--- config.mk ---
export PLATFORM = sky130hd
export DESIGN_NAME = rv_mem_arbiter_flat
export DESIGN_NICKNAME = d
export VERILOG_FILES = /design/src/rtl/rv_mem_arbiter_if.sv /design/src/rtl/rv_mem_arbiter.sv /design/src/flat_wrapper.sv
export SDC_FILE = /design/constraint.sdc
export NUM_CORES = 1
export LEC_CHECK = 0
export BUFFER_PORTS_ARGS = -buffer_cell sky130_fd_sc_hd__clkbuf_2
export CAP_MARGIN = 20
export CORE_MARGIN = 4
export CORE_UTILIZATION = 51
export CTS_CLUSTER_SIZE = 20
export DETAILED_ROUTE_END_ITERATION = 7
export MAX_ROUTING_LAYER = met4
export PLACE_DENSITY = 0.87
export SLEW_MARGIN = 20
export SYNTH_ARGS = -nofsm -noshare
export SYNTH_HDL_FRONTEND = slang
export SYNTH_SLANG_ARGS = --single-unit
--- constraint.sdc ---
create_clock -name clk_i -period 9.6 [get_ports clk_i]
set_input_delay 1.92 -clock clk_i [delete_from_list [all_inputs] [get_ports clk_i]]
set_output_delay 1.92 -clock clk_i [all_outputs]
set_load 0.01 [all_outputs]
--- src/rtl/rv_mem_arbiter_if.sv ---
// CPU fetch/data ports plus the shared single-ported memory bus.
// The master modport is the arbiter's view; slave is the CPU/memory side.
interface rv_mem_arbiter_if #(
   parameter int unsigned ADDR_WIDTH = 32
);
   logic                  im_req_i;
   logic [31:0]           im_addr_i;
   logic                  im_kill_i;
   logic [31:0]           im_data_o;
   logic                  im_valid_o;
   logic [31:0]           dm_addr_i;
   logic [31:0]           dm_data_s_i;
   logic [3:0]            dm_data_select_i;
   logic                  dm_load_i;
   logic                  dm_store_i;
   logic                  dm_ready_o;
   logic [31:0]           dm_data_l_o;
   logic                  dm_load_done_o;
   logic                  dm_store_done_o;
   logic                  mem_req_o;
   logic                  mem_we_o;
   logic [ADDR_WIDTH-1:0] mem_addr_o;
   logic [31:0]           mem_wdata_o;
   logic [3:0]            mem_sel_o;
   logic                  mem_ack_i;
   logic [31:0]           mem_rdata_i;

   modport master (
      input  im_req_i, im_addr_i, im_kill_i,
      input  dm_addr_i, dm_data_s_i, dm_data_select_i, dm_load_i, dm_store_i,
      input  mem_ack_i, mem_rdata_i,
      output im_data_o, im_valid_o,
      output dm_ready_o, dm_data_l_o, dm_load_done_o, dm_store_done_o,
      output mem_req_o, mem_we_o, mem_addr_o, mem_wdata_o, mem_sel_o
   );

   modport slave (
      output im_req_i, im_addr_i, im_kill_i,
      output dm_addr_i, dm_data_s_i, dm_data_select_i, dm_load_i, dm_store_i,
      output mem_ack_i, mem_rdata_i,
      input  im_data_o, im_valid_o,
      input  dm_ready_o, dm_data_l_o, dm_load_done_o, dm_store_done_o,
      input  mem_req_o, mem_we_o, mem_addr_o, mem_wdata_o, mem_sel_o
   );
endinterface

--- src/rtl/rv_mem_arbiter.sv ---
// Data-priority arbiter sharing one memory bus between fetch and load/store,
// with a starvation cap on consecutive data grants and fetch kill support.
module rv_mem_arbiter #(
   parameter int unsigned ADDR_WIDTH    = 32,
   parameter int unsigned MAX_DM_STREAK = 4
) (
   input logic               clk_i,
   input logic               rst_i,
   rv_mem_arbiter_if.master  bus
);
   localparam int unsigned STREAK_W = 4;
   localparam logic [STREAK_W-1:0] MAX_S = STREAK_W'(MAX_DM_STREAK);

   typedef enum logic [1:0] {IDLE, BUS_IM, BUS_DM_RD, BUS_DM_WR} state_t;

   state_t                state, state_d;
   logic                  settle, settle_d;
   logic                  kill, kill_d;
   logic [STREAK_W-1:0]   streak, streak_d;
   logic                  dm_ready, dm_ready_d;
   logic                  hold_we, hold_we_d;
   logic [31:0]           hold_addr, hold_addr_d;
   logic [31:0]           hold_wdata, hold_wdata_d;
   logic [3:0]            hold_sel, hold_sel_d;
   logic                  mem_req, mem_req_d;
   logic                  mem_we, mem_we_d;
   logic [ADDR_WIDTH-1:0] mem_addr, mem_addr_d;
   logic [31:0]           mem_wdata, mem_wdata_d;
   logic [3:0]            mem_sel, mem_sel_d;
   logic                  im_valid, im_valid_d;
   logic [31:0]           im_data, im_data_d;
   logic                  load_done, load_done_d;
   logic                  store_done, store_done_d;
   logic [31:0]           dm_data_l, dm_data_l_d;

   logic                  accept, dm_pending, pend_we;
   logic [31:0]           pend_addr, pend_wdata;
   logic [3:0]            pend_sel;

   // A request arriving this cycle competes immediately, so simultaneous
   // fetch and data requests resolve in favour of data.
   always_comb begin
      accept     = dm_ready & (bus.dm_load_i | bus.dm_store_i);
      dm_pending = ~dm_ready | accept;
      pend_we    = accept ? bus.dm_store_i       : hold_we;
      pend_addr  = accept ? bus.dm_addr_i        : hold_addr;
      pend_wdata = accept ? bus.dm_data_s_i      : hold_wdata;
      pend_sel   = accept ? bus.dm_data_select_i : hold_sel;
   end

   always_comb begin
      state_d      = state;
      settle_d     = 1'b0;
      kill_d       = kill;
      streak_d     = streak;
      dm_ready_d   = dm_ready;
      hold_we_d    = hold_we;
      hold_addr_d  = hold_addr;
      hold_wdata_d = hold_wdata;
      hold_sel_d   = hold_sel;
      mem_req_d    = mem_req;
      mem_we_d     = mem_we;
      mem_addr_d   = mem_addr;
      mem_wdata_d  = mem_wdata;
      mem_sel_d    = mem_sel;
      im_valid_d   = 1'b0;
      im_data_d    = im_data;
      load_done_d  = 1'b0;
      store_done_d = 1'b0;
      dm_data_l_d  = dm_data_l;

      if (accept) begin
         dm_ready_d   = 1'b0;
         hold_we_d    = bus.dm_store_i;
         hold_addr_d  = bus.dm_addr_i;
         hold_wdata_d = bus.dm_data_s_i;
         hold_sel_d   = bus.dm_data_select_i;
      end

      case (state)
         IDLE: begin
            // The cycle after a completion is skipped so a level fetch request
            // still high alongside im_valid_o is not granted twice.
            if (!settle) begin
               if (dm_pending && (!bus.im_req_i || streak < MAX_S)) begin
                  state_d     = pend_we ? BUS_DM_WR : BUS_DM_RD;
                  mem_req_d   = 1'b1;
                  mem_we_d    = pend_we;
                  mem_addr_d  = ADDR_WIDTH'(pend_addr);
                  mem_wdata_d = pend_wdata;
                  mem_sel_d   = pend_we ? pend_sel : 4'hF;
                  if (bus.im_req_i)
                     streak_d = (streak >= MAX_S) ? MAX_S : streak + STREAK_W'(1);
                  else
                     streak_d = '0;
               end else if (bus.im_req_i && !bus.im_kill_i) begin
                  state_d    = BUS_IM;
                  mem_req_d  = 1'b1;
                  mem_we_d   = 1'b0;
                  mem_addr_d = ADDR_WIDTH'(bus.im_addr_i);
                  mem_sel_d  = 4'hF;
                  streak_d   = '0;
                  kill_d     = 1'b0;
               end
            end
         end
         BUS_IM: begin
            kill_d = kill | bus.im_kill_i;
            if (bus.mem_ack_i) begin
               state_d   = IDLE;
               mem_req_d = 1'b0;
               settle_d  = 1'b1;
               kill_d    = 1'b0;
               if (!(kill | bus.im_kill_i)) begin
                  im_valid_d = 1'b1;
                  im_data_d  = bus.mem_rdata_i;
               end
            end
         end
         BUS_DM_RD: begin
            if (bus.mem_ack_i) begin
               state_d     = IDLE;
               mem_req_d   = 1'b0;
               settle_d    = 1'b1;
               load_done_d = 1'b1;
               dm_data_l_d = bus.mem_rdata_i;
               dm_ready_d  = 1'b1;
            end
         end
         BUS_DM_WR: begin
            if (bus.mem_ack_i) begin
               state_d      = IDLE;
               mem_req_d    = 1'b0;
               settle_d     = 1'b1;
               store_done_d = 1'b1;
               dm_ready_d   = 1'b1;
            end
         end
         default: state_d = IDLE;
      endcase
   end

   always_ff @(posedge clk_i or posedge rst_i) begin
      if (rst_i) begin
         state      <= IDLE;
         settle     <= 1'b0;
         kill       <= 1'b0;
         streak     <= '0;
         dm_ready   <= 1'b1;
         hold_we    <= 1'b0;
         hold_addr  <= '0;
         hold_wdata <= '0;
         hold_sel   <= '0;
         mem_req    <= 1'b0;
         mem_we     <= 1'b0;
         mem_addr   <= '0;
         mem_wdata  <= '0;
         mem_sel    <= '0;
         im_valid   <= 1'b0;
         im_data    <= '0;
         load_done  <= 1'b0;
         store_done <= 1'b0;
         dm_data_l  <= '0;
      end else begin
         state      <= state_d;
         settle     <= settle_d;
         kill       <= kill_d;
         streak     <= streak_d;
         dm_ready   <= dm_ready_d;
         hold_we    <= hold_we_d;
         hold_addr  <= hold_addr_d;
         hold_wdata <= hold_wdata_d;
         hold_sel   <= hold_sel_d;
         mem_req    <= mem_req_d;
         mem_we     <= mem_we_d;
         mem_addr   <= mem_addr_d;
         mem_wdata  <= mem_wdata_d;
         mem_sel    <= mem_sel_d;
         im_valid   <= im_valid_d;
         im_data    <= im_data_d;
         load_done  <= load_done_d;
         store_done <= store_done_d;
         dm_data_l  <= dm_data_l_d;
      end
   end

   assign bus.im_valid_o      = im_valid;
   assign bus.im_data_o       = im_data;
   assign bus.dm_ready_o      = dm_ready;
   assign bus.dm_data_l_o     = dm_data_l;
   assign bus.dm_load_done_o  = load_done;
   assign bus.dm_store_done_o = store_done;
   assign bus.mem_req_o       = mem_req;
   assign bus.mem_we_o        = mem_we;
   assign bus.mem_addr_o      = mem_addr;
   assign bus.mem_wdata_o     = mem_wdata;
   assign bus.mem_sel_o       = mem_sel;
endmodule
--- src/flat_wrapper.sv ---
// flat-port wrapper written by rule: the top's interface ports become plain ports
module rv_mem_arbiter_flat 
#(
   parameter int unsigned ADDR_WIDTH    = 32,
   parameter int unsigned MAX_DM_STREAK = 4
)
  (clk_i, rst_i, bus_im_req_i, bus_im_addr_i, bus_im_kill_i, bus_dm_addr_i, bus_dm_data_s_i, bus_dm_data_select_i, bus_dm_load_i, bus_dm_store_i, bus_mem_ack_i, bus_mem_rdata_i, bus_im_data_o, bus_im_valid_o, bus_dm_ready_o, bus_dm_data_l_o, bus_dm_load_done_o, bus_dm_store_done_o, bus_mem_req_o, bus_mem_we_o, bus_mem_addr_o, bus_mem_wdata_o, bus_mem_sel_o);
  rv_mem_arbiter_if #(.ADDR_WIDTH(ADDR_WIDTH)) bus_i ();
  input logic clk_i;
  input logic rst_i;
  input wire logic [$bits(bus_i.im_req_i)-1:0] bus_im_req_i;
  input wire logic [$bits(bus_i.im_addr_i)-1:0] bus_im_addr_i;
  input wire logic [$bits(bus_i.im_kill_i)-1:0] bus_im_kill_i;
  input wire logic [$bits(bus_i.dm_addr_i)-1:0] bus_dm_addr_i;
  input wire logic [$bits(bus_i.dm_data_s_i)-1:0] bus_dm_data_s_i;
  input wire logic [$bits(bus_i.dm_data_select_i)-1:0] bus_dm_data_select_i;
  input wire logic [$bits(bus_i.dm_load_i)-1:0] bus_dm_load_i;
  input wire logic [$bits(bus_i.dm_store_i)-1:0] bus_dm_store_i;
  input wire logic [$bits(bus_i.mem_ack_i)-1:0] bus_mem_ack_i;
  input wire logic [$bits(bus_i.mem_rdata_i)-1:0] bus_mem_rdata_i;
  output wire logic [$bits(bus_i.im_data_o)-1:0] bus_im_data_o;
  output wire logic [$bits(bus_i.im_valid_o)-1:0] bus_im_valid_o;
  output wire logic [$bits(bus_i.dm_ready_o)-1:0] bus_dm_ready_o;
  output wire logic [$bits(bus_i.dm_data_l_o)-1:0] bus_dm_data_l_o;
  output wire logic [$bits(bus_i.dm_load_done_o)-1:0] bus_dm_load_done_o;
  output wire logic [$bits(bus_i.dm_store_done_o)-1:0] bus_dm_store_done_o;
  output wire logic [$bits(bus_i.mem_req_o)-1:0] bus_mem_req_o;
  output wire logic [$bits(bus_i.mem_we_o)-1:0] bus_mem_we_o;
  output wire logic [$bits(bus_i.mem_addr_o)-1:0] bus_mem_addr_o;
  output wire logic [$bits(bus_i.mem_wdata_o)-1:0] bus_mem_wdata_o;
  output wire logic [$bits(bus_i.mem_sel_o)-1:0] bus_mem_sel_o;
  assign bus_i.im_req_i = bus_im_req_i;
  assign bus_i.im_addr_i = bus_im_addr_i;
  assign bus_i.im_kill_i = bus_im_kill_i;
  assign bus_i.dm_addr_i = bus_dm_addr_i;
  assign bus_i.dm_data_s_i = bus_dm_data_s_i;
  assign bus_i.dm_data_select_i = bus_dm_data_select_i;
  assign bus_i.dm_load_i = bus_dm_load_i;
  assign bus_i.dm_store_i = bus_dm_store_i;
  assign bus_i.mem_ack_i = bus_mem_ack_i;
  assign bus_i.mem_rdata_i = bus_mem_rdata_i;
  assign bus_im_data_o = bus_i.im_data_o;
  assign bus_im_valid_o = bus_i.im_valid_o;
  assign bus_dm_ready_o = bus_i.dm_ready_o;
  assign bus_dm_data_l_o = bus_i.dm_data_l_o;
  assign bus_dm_load_done_o = bus_i.dm_load_done_o;
  assign bus_dm_store_done_o = bus_i.dm_store_done_o;
  assign bus_mem_req_o = bus_i.mem_req_o;
  assign bus_mem_we_o = bus_i.mem_we_o;
  assign bus_mem_addr_o = bus_i.mem_addr_o;
  assign bus_mem_wdata_o = bus_i.mem_wdata_o;
  assign bus_mem_sel_o = bus_i.mem_sel_o;
  rv_mem_arbiter #(.ADDR_WIDTH(ADDR_WIDTH), .MAX_DM_STREAK(MAX_DM_STREAK)) u_core (.clk_i(clk_i), .rst_i(rst_i), .bus(bus_i));
endmodule
==> impl_metrics.ini <==
[run_status]
outcome = completed

[clock_network]
clockBufferDepth = 3
root_buffer = clkbuf_16
clkSinkCount = 215
cts_made_buffers = 23
clkLatencyLatePin_ns = 0.49
clk_pin_slew_ns = 0.06
holdBufCountCts = 0
cts.repair.resized = 0
htreeDepth = 1
cts_tree = yes
post-cts-setup-buffers = 0

[floorplan]
die_h_um = 139
start_util = 0.523
rows = 47
pin_count = 277
die_area_mm2 = 0.0192
core_area_mm2 = 0.0166
dieWidth_um = 139

[pwr]
p_per_area_mw_per_mm2 = 352
irDropWorstVdd_mv = 0.190
leakage_nw = 5.61

[logic_synthesis]
synth_area_mm2 = 0.00870
synth_most_common_cell = dfrtp_1
synth.distinct_cells = 35
syn-num-nets = 838
syn_inst = 698
yosysSeqAreaShare = 0.619
yosys-top-cells-area = dfrtp_1, mux2_2, nand2_1, a2bb2oi_1, o22ai_1
synth-async-reset-ratio = 1.00
synth_ff_type = dfrtp_1
synth_edf_count = 0
yosys-top-cells-count = dfrtp_1, nand2_1, mux2_2
yosys_warnings = 0
yosysTopAreaCellShare = 0.616
yosys.area.top_type = dfrtp_1
yosys_register_bits = 215
avgSynthCellArea_um2 = 12.5

[grt]
grt_pass1_vias = 6813
grt_max_degree = 143
grt_use_total = 0.228
grt_overflow = 0
grt_pass1_wl_mm = 35.1
antenna_found_initial = 2

[setup_path]
cp_top_family = flip-flops
required_ns = 7.68
endpoint_kind = output pin
path_class = reg -> out
critPathLaunchType = flop
critical_path_depth = 1
r2r_cells = 4
cp_max_fo = 38
crit_slowest_cell = dfstp_2
cp.arrival_ns = 1.91
crit_chain = clkbuf_2
max_stage_delay_ns = 1.14
worstPathBufferInverterCount = 1

[route]
vias_per_cell = 5.32
first_pass_iters = 5
drc = 0
drt_iter0_drc = 320
routed_wl_mm = 21.6
num_vias = 6378
wl_per_cell_um = 18.0
ant_nets = 0

[sta]
skew_ns = 0.00758
fin_setup_tns_ns = 0
fin_crit_ns = 3.83
relSlewSlack = 0.291
hold_ws_ns = 0.471
hold_viol = 0
slew_violations = 0
rsz0062_at_grt = no
max_freq_ghz = 0.261
tightest_slew_ns = 1.06
fin_crit_sh = 0.399
final-setup-viol-count = 0

[cells_and_area]
area_delta_synth_final_pct = 25.5
final_net_count = 1103
design_area_mm2 = 0.0109
final_layout_size_suffix_gt1_frac = 0.473
final_cells = 1199

[placed_design]
dp_hpwl_mm = 14.6
gp_congestion = 0.873
post-place-cells = 1158
port_buffers = 276
placed_area_mm2 = 0.0101

[job]
drv_cap = 0

[hold_path]
hold_path.class = reg -> reg
min_path_cells = 2
[per-layer routing]
layer,track usage,wire length (µm),vias to the layer above
met3,0.0476,1510,55
met4,0.0842,652,0
met5,-,0,-
met2,0.378,10900,267
met1,0.279,8580,3129
li1,-,-,2927
[metrics by stage]
stage                     setup WS, ns  power [W]  utilization
after global routing              5.66    0.00410        0.656
after detailed placement          5.41    0.00298        0.610
final                             5.77    0.00385        0.656
after CTS                         5.75    0.00389        0.656
after global placement            5.43    0.00291        0.610
after floorplan                   1.80    0.00249            -
[flip-flops by register name, summed over array words and instances, names as in the netlist, 2 cells and up]
signal / cells
u_core.bus.dm_data_l_o: 32
u_core.bus.im_data_o: 32
u_core.bus.mem_addr_o: 32
u_core.bus.mem_sel_o: 4
u_core.bus.mem_wdata_o: 32
u_core.hold_addr: 32
u_core.hold_sel: 4
u_core.hold_wdata: 32
u_core.state: 2
u_core.streak: 4
[cells by family after synthesis]
family | share of synthesized area
compound gates | 0.0734
fa+ha+maj | 0.00144
buf+inv | 0.0354
flops | 0.619
mux | 0.172
simple gates | 0.0987
[final cells by class]
class | count | area (µm²)
diodes | 2 | 5.00
clock buffers | 34 | 687
clock inverters | 5 | 75.1
fillers | 1279 | 5730
inverters | 7 | 33.8
multi-input cells | 433 | 3020
flip-flops and latches | 215 | 5380
well taps | 220 | 275
repair buffers | 283 | 1430
[layout by cell type (no fill, tap or decap), drive strengths merged]
master / n
clkbuf: 310
dfrtp: 214
nand2: 197
mux2: 133
o22ai: 32
a2bb2oi: 32
nor2: 7
buf: 7
inv: 7
o21ai: 7
o32a: 4
o21a: 3
clkinv: 3
nand3: 3
diode: 2
a22o: 2
bufinv: 2
or3b: 1
nor3: 1
and3: 1
a22oi: 1
nor3b: 1
nor2b: 1
a311o: 1
nor4b: 1
and2: 1
a21oi: 1
o311ai: 1
a21o: 1
ha: 1
dfstp: 1
[power by group]
part | switching, W | total [W] | internal (W) | leakage, nW
sequential | 0.000232 | 0.00156 | 0.00133 | 2.60
combinational | 0.000731 | 0.00140 | 0.000666 | 2.63
clock | 0.000341 | 0.000886 | 0.000545 | 0.378
total | 0.00130 | 0.00385 | 0.00254 | 5.61
[worst paths after layout]
check / startpoint / slack, ns / to
max in group asynchronous: rst_i / 6.44 / u_core.bus.mem_sel_o[3]$_DFFE_PP0P_
min: u_core.bus.dm_data_l_o[6]$_DFFE_PP0P_ / 0.47 / u_core.bus.dm_data_l_o[6]$_DFFE_PP0P_
max reg2reg: u_core.bus.dm_ready_o$_DFF_PP1_ / 6.76 / u_core.state[0]$_DFFE_PP0P_
max: u_core.bus.dm_ready_o$_DFF_PP1_ / 5.77 / bus_dm_ready_o
min in group asynchronous: rst_i / 1.67 / u_core.bus.im_data_o[31]$_DFFE_PP0P_
min reg2reg: u_core.bus.dm_data_l_o[6]$_DFFE_PP0P_ / 0.47 / u_core.bus.dm_data_l_o[6]$_DFFE_PP0P_
Note: power is estimated with default switching activity, not from simulation.
